`src/rtl/traffic_light_ctrl_param_pkg.sv`:
```
// ============================================================================
// Module  : traffic_light_ctrl_param_pkg
// Brief   : Phase encoding, lamp record and lamp decode shared by the traffic
//           light controller and anything that monitors its phase output.
// Revision: 1.0 - initial release
// ============================================================================
`default_nettype none

package traffic_light_ctrl_param_pkg;

    localparam int PHASE_W = 3;

    // Code 7 is unused; the controller treats it as a corrupted state.
    typedef enum logic [PHASE_W-1:0] {
        GREEN_A   = 3'd0,
        AMBER_A   = 3'd1,
        ALLRED_AB = 3'd2,
        GREEN_B   = 3'd3,
        AMBER_B   = 3'd4,
        ALLRED_BA = 3'd5,
        FLASH     = 3'd6
    } phase_e;

    typedef struct packed {
        logic ra;
        logic oa;
        logic ga;
        logic rb;
        logic ob;
        logic gb;
    } lamps_t;

    // Lamp pattern for a phase; unknown codes show all-red.
    function automatic lamps_t lamp_decode(input phase_e ph, input logic blink);
        lamps_t l;
        l = '0;
        case (ph)
            GREEN_A: begin l.ga = 1'b1; l.rb = 1'b1; end
            AMBER_A: begin l.oa = 1'b1; l.rb = 1'b1; end
            GREEN_B: begin l.gb = 1'b1; l.ra = 1'b1; end
            AMBER_B: begin l.ob = 1'b1; l.ra = 1'b1; end
            FLASH:   begin l.oa = blink; l.ob = blink; end
            default: begin l.ra = 1'b1; l.rb = 1'b1; end
        endcase
        return l;
    endfunction

endpackage

`default_nettype wire

```
`src/rtl/traffic_light_ctrl_param_phase_timer.sv`:
```
// ============================================================================
// Module  : traffic_light_ctrl_param_phase_timer
// Brief   : Phase timer. Cleared by clr, otherwise counts up once per cycle
//           and saturates at all-ones so "at or after expiry" tests stay true
//           through arbitrarily long holds.
// Revision: 1.0 - initial release
// ============================================================================
`default_nettype none

module traffic_light_ctrl_param_phase_timer #(
    parameter int TW = 8
) (
    input  logic          clk,
    input  logic          reset,
    input  logic          clr,
    output logic [TW-1:0] count
);

    logic [TW-1:0] count_q;

    // Count cycles spent in the current phase.
    always_ff @(posedge clk or negedge reset) begin
        if (!reset) begin
            count_q <= '0;
        end else if (clr) begin
            count_q <= '0;
        end else if (count_q != {TW{1'b1}}) begin
            count_q <= count_q + TW'(1);
        end
    end

    assign count = count_q;

endmodule

`default_nettype wire

```
`src/rtl/traffic_light_ctrl_param.sv`:
```
// ============================================================================
// Module  : traffic_light_ctrl_param
// Brief   : Two-approach traffic light controller with programmable phase
//           durations, all-red clearance, latched side-road request,
//           demand-extended side green and night flashing-amber mode.
// Revision: 1.0 - initial release
// ============================================================================
`default_nettype none

module traffic_light_ctrl_param
    import traffic_light_ctrl_param_pkg::*;
#(
    parameter int TW            = 8,
    parameter int T_GREEN_A     = 60,
    parameter int T_AMBER       = 10,
    parameter int T_ALLRED      = 2,
    parameter int T_GREEN_B_MIN = 20,
    parameter int T_GREEN_B_MAX = 40,
    parameter int FLASH_HALF    = 25
) (
    input  logic               clk,
    input  logic               reset,
    input  logic               sensorB,
    input  logic               night,
    output logic               RA,
    output logic               OA,
    output logic               GA,
    output logic               RB,
    output logic               OB,
    output logic               GB,
    output logic [PHASE_W-1:0] phase
);

    localparam int C_TMAX = (1 << TW) - 1;

    // Reject durations that are zero, do not fit the timer, or invert min/max.
    if (T_GREEN_A < 1 || T_AMBER < 1 || T_ALLRED < 1 || T_GREEN_B_MIN < 1 ||
        T_GREEN_B_MAX < 1 || FLASH_HALF < 1) begin : g_chk_nonzero
        $error("traffic_light_ctrl_param: every duration must be nonzero");
    end
    if (T_GREEN_A > C_TMAX || T_AMBER > C_TMAX || T_ALLRED > C_TMAX ||
        T_GREEN_B_MIN > C_TMAX || T_GREEN_B_MAX > C_TMAX || FLASH_HALF > C_TMAX) begin : g_chk_width
        $error("traffic_light_ctrl_param: a duration does not fit in TW bits");
    end
    if (T_GREEN_B_MAX < T_GREEN_B_MIN) begin : g_chk_minmax
        $error("traffic_light_ctrl_param: T_GREEN_B_MAX must be >= T_GREEN_B_MIN");
    end

    // Timer value on the last cycle of each duration.
    localparam logic [TW-1:0] C_GA_LAST    = TW'(T_GREEN_A - 1);
    localparam logic [TW-1:0] C_AMB_LAST   = TW'(T_AMBER - 1);
    localparam logic [TW-1:0] C_AR_LAST    = TW'(T_ALLRED - 1);
    localparam logic [TW-1:0] C_GBMIN_LAST = TW'(T_GREEN_B_MIN - 1);
    localparam logic [TW-1:0] C_GBMAX_LAST = TW'(T_GREEN_B_MAX - 1);
    localparam logic [TW-1:0] C_FH_LAST    = TW'(FLASH_HALF - 1);

    phase_e        state_q, state_d;
    logic          req_b_q, req_b_d;
    logic          flash_q, flash_d;
    logic          blink_q, blink_d;
    lamps_t        lamps_q, lamps_d;
    logic [TW-1:0] timer;
    logic          timer_clr;

    traffic_light_ctrl_param_phase_timer #(
        .TW(TW)
    ) u_timer (
        .clk  (clk),
        .reset(reset),
        .clr  (timer_clr),
        .count(timer)
    );

    // Next-state, request latch, blink and lamp decode.
    always_comb begin
        state_d   = state_q;
        flash_d   = flash_q;
        blink_d   = blink_q;
        timer_clr = 1'b0;

        case (state_q)
            GREEN_A: begin
                if (timer >= C_GA_LAST) begin
                    if (night) begin
                        state_d = AMBER_A;
                        flash_d = 1'b1;
                    end else if (req_b_q) begin
                        state_d = AMBER_A;
                        flash_d = 1'b0;
                    end
                end
            end
            AMBER_A:   if (timer == C_AMB_LAST) state_d = ALLRED_AB;
            ALLRED_AB: if (timer == C_AR_LAST)  state_d = flash_q ? FLASH : GREEN_B;
            GREEN_B: begin
                if (timer == C_GBMAX_LAST || (timer >= C_GBMIN_LAST && !sensorB))
                    state_d = AMBER_B;
            end
            AMBER_B:   if (timer == C_AMB_LAST) state_d = ALLRED_BA;
            ALLRED_BA: if (timer == C_AR_LAST)  state_d = GREEN_A;
            FLASH: begin
                if (!night) begin
                    state_d = ALLRED_BA;
                    flash_d = 1'b0;
                end else if (timer == C_FH_LAST) begin
                    // Half-period done: flip the lamps and start the next half.
                    blink_d   = ~blink_q;
                    timer_clr = 1'b1;
                end
            end
            default:   state_d = ALLRED_BA;
        endcase

        if (state_d != state_q) timer_clr = 1'b1;
        if (state_d == FLASH && state_q != FLASH) blink_d = 1'b1;

        // Entering GREEN_B serves the request, so the clear takes priority.
        req_b_d = req_b_q;
        if (sensorB && state_q != GREEN_B) req_b_d = 1'b1;
        if (state_d == GREEN_B && state_q != GREEN_B) req_b_d = 1'b0;

        lamps_d = lamp_decode(state_d, blink_d);
    end

    // Controller state and lamp registers; lamps change on the same edge as phase.
    always_ff @(posedge clk or negedge reset) begin
        if (!reset) begin
            state_q <= ALLRED_BA;
            req_b_q <= 1'b0;
            flash_q <= 1'b0;
            blink_q <= 1'b1;
            lamps_q <= lamp_decode(ALLRED_BA, 1'b1);
        end else begin
            state_q <= state_d;
            req_b_q <= req_b_d;
            flash_q <= flash_d;
            blink_q <= blink_d;
            lamps_q <= lamps_d;
        end
    end

    assign RA    = lamps_q.ra;
    assign OA    = lamps_q.oa;
    assign GA    = lamps_q.ga;
    assign RB    = lamps_q.rb;
    assign OB    = lamps_q.ob;
    assign GB    = lamps_q.gb;
    assign phase = state_q;

endmodule

`default_nettype wire

```
`config.mk`:
```
export PLATFORM = sky130hd
export DESIGN_NAME = traffic_light_ctrl_param
export DESIGN_NICKNAME = d
export VERILOG_FILES = /design/src/rtl/traffic_light_ctrl_param_pkg.sv /design/src/rtl/traffic_light_ctrl_param_phase_timer.sv /design/src/rtl/traffic_light_ctrl_param.sv
export SDC_FILE = /design/constraint.sdc
export NUM_CORES = 1
export LEC_CHECK = 0
export ABC_AREA = 1
export CORE_MARGIN = 8
export CORE_UTILIZATION = 25
export DETAILED_ROUTE_END_ITERATION = 6
export HOLD_SLACK_MARGIN = 0.1
export PLACE_DENSITY = 0.38
export SLEW_MARGIN = 40
export SYNTH_ARGS = -nofsm -noshare
export SYNTH_HDL_FRONTEND = slang
export SYNTH_SLANG_ARGS = --single-unit
```
`constraint.sdc`:
```
create_clock -name clk -period 2.02 [get_ports clk]
set_input_delay 0.404 -clock clk [delete_from_list [all_inputs] [get_ports clk]]
set_output_delay 0.404 -clock clk [all_outputs]
set_load 0.05 [all_outputs]
```
==> metrics.cfg <==
[final_layout]
instances_no_fill = 248
drive_above_1_share_pct = 28.7
layout_common_cells = nand2_1, inv_1, dfrtp_1, nor2_2, nor2_1
area_delta_synth_final_pct = 17.2
num_antenna_cells = 0
n_fill_cell = 564
final_common_cell = nand2_1
final_nets = 186

[logic_synthesis]
yosys.cell_types.count = 26
syn_inst = 164
avgSynthCellArea_um2 = 7.94
ys_seq_area_share_pct = 38.9
synth_warnings = 0
ys_seq_elements = 20
syn_nets = 171
synth_area_um2 = 1300

[power_and_ir_drop]
powerDensity_nw_per_um2 = 1190
vdd_ir_drop_max_mv = 0.417
p_leak_uw = 0.000690

[drt]
routed_via_density = 4.23
wl_met3_um = 139
drc = 0
drt_iter0_markers = 51
wire_per_inst_um = 11.8
ant_nets = 0
drt_wl_total_mm = 2.94
maxUsedRoutingLayer = met4
met1_length_mm = 1.53
first_pass_iters = 4
via_count = 1049
wl_met2_mm = 1.21

[worst_setup_path]
worstSetupStartpointType = flop
crit_required_ps = 2210
ff2ff_path_depth = 10
cp-end-kind = flop
worst_ep_arrival_time_ps = 2010
r2r_slack_ps = 200
path_max_fanout = 8
r2r_end = u_timer.count[5]$_DFFE_PN0P_
r2r-start = phase[0]$_DFF_PN1_
path_class = reg2reg

[min_path]
hold_path_class = in2async

[die]
die_x_um = 88.2
coreArea_um2 = 5070
die_h_um = 88.2
initial_core_util_pct = 25.7
dieArea_um2 = 7780
floorplan.rows = 26
ioPinCount = 13

[clock_network]
cts_tree = done
clockBufferDepth = 2
clk_latency_ps = 260
cts_buffers = 3
numClockSinks = 20
clkTransAtPathRegs_ps = 80
cts-root-buf = clkbuf_8
htree_levels = 1

[global_routing]
grt_pass1_vias = 1076
grt_overflow_total = 0
grt_pass1_wl_mm = 5.18
grt_max_degree = 21
antenna_found_initial = 0
grt_usage_pct = 8.59

[timing]
final.setup.tns_ps = 0
fmaxAchievable_ghz = 0.549
maxSlewViolCount = 0
fin_crit_ps = 1820
fin_crit_sh_pct = 90.1
fin_worst_skew_ps = 10.0
maxSlewHeadroom_pct = 65.1
worstMarginPinSlew_ps = 523
setup_viol = 0
rsz0062_at_grt = no
finalHoldViolations = 0

[placement]
dpl.hpwl_mm = 2.23
io_buffers = 12
place_inst = 244
globalplace.congestion = 0.794

[outcome]
outcome = complete, no violations

[run]
drv_cap = 0

==> cells in the mapped netlist, drive strengths merged <==
cell type   n  share of area (%)
nand2      37                 12
nor2       31                 13
inv        22                6.3
nand3      16                8.8
dfrtp      15                 29
o21ai      13                5.0
nor3        7                3.8
dfstp       5                 10
buf         3                2.6
ha          3                2.9
nand4       3                1.4
xor2        3                2.0
a31oi       1               0.48
clkbuf      1               0.38
clkinv      1               0.29
nor3b       1               0.58
o211ai      1               0.58
xnor2       1               0.67
==> worst max-delay path, stage by stage, from the launching register on <==
cell,delay [ps]
dfstp_2,610
inv_2,70
nor2_2,150
nand2_1,90
nor3_1,210
nor3_2,100
nand2_4,100
nand2_2,60
nand2_2,80
nand3_4,160
nor2_2,120
==> metal layers <==
layer,global-route usage (%),vias to the layer above
met2,13.0,17
met5,0,-
li1,-,543
met4,3.07,0
met3,2.81,6
met1,11.1,483
==> what timing repair did <==
item	4_1_cts	5_1_grt
endpoints found under the setup margin	0	8
endpoints found under the hold margin	0	0
hold buffers	0	0
gates resized for setup	0	4
setup buffers	0	0
==> final cells by class <==
type                    count  area (um2)  share of cell area, %
repair buffers             14         123                   8.03
clock buffers               4        45.0                   2.95
multi-input cells         117         678                   44.4
flip-flops and latches     20         507                   33.2
inverters                  23        86.3                   5.66
well taps                  70        87.6                   5.74
==> how the worst max path moves through the flow <==
stage	endpoint	slack, ps	cells after the start	from
6_report	u_timer.count[5]$_DFFE_PN0P_	200	10	phase[0]$_DFF_PN1_
5_1_grt	u_timer.count[7]$_DFFE_PN0P_	40	13	u_timer.count[1]$_DFFE_PN0P_
4_1_cts	u_timer.count[5]$_DFFE_PN0P_	150	12	u_timer.count[0]$_DFFE_PN0P_
3_5_place_dp	u_timer.count[2]$_DFFE_PN0P_	50	10	night
3_3_place_gp	u_timer.count[7]$_DFFE_PN0P_	40	10	night
2_1_floorplan	u_timer.count[7]$_DFFE_PN0P_	170	10	phase[2]$_DFF_PN1_
==> state kept, by name, summed over array words and instances, names as in the netlist <==
name / flops
RA: 1
GB: 1
flash_q: 1
blink_q: 1
phase: 3
req_b_q: 1
GA: 1
u_timer.count: 8
OA: 1
RB: 1
OB: 1
==> metrics by stage <==
step / instance area (um2) / utilization (%) / worst slack [ps] / hold WS (ps) / power [uW]
5_1_grt: 1530 / 30.1 / 35.7 / 492 / 1960
4_1_cts: 1520 / 29.9 / 150 / 497 / 1840
6_report: 1530 / 30.1 / 199 / 477 / 1810
3_3_place_gp: 1470 / 29.0 / 44.1 / 506 / 1550
3_5_place_dp: 1470 / 29.0 / 49.3 / 506 / 1540
2_1_floorplan: 1300 / - / 167 / 108 / 1320
==> cells by family (layout without fill, tap and decap cells) <==
group	Yosys count	after routing	share of synthesized area (%)
DFF	20	20	38.9
xor gates and xnor gates	4	4	2.69
buffers and inverters	27	41	9.60
AOI/OAI and AO/OA	15	15	6.05
adders and majority gates	3	3	2.88
and+or+nand+nor	95	95	39.9
==> power breakdown <==
group	internal (uW)	switching (uW)	total (uW)
registers	517	94.9	612
logic	292	627	919
clock network	141	141	282
Note: power is estimated with default switching activity, not from simulation.
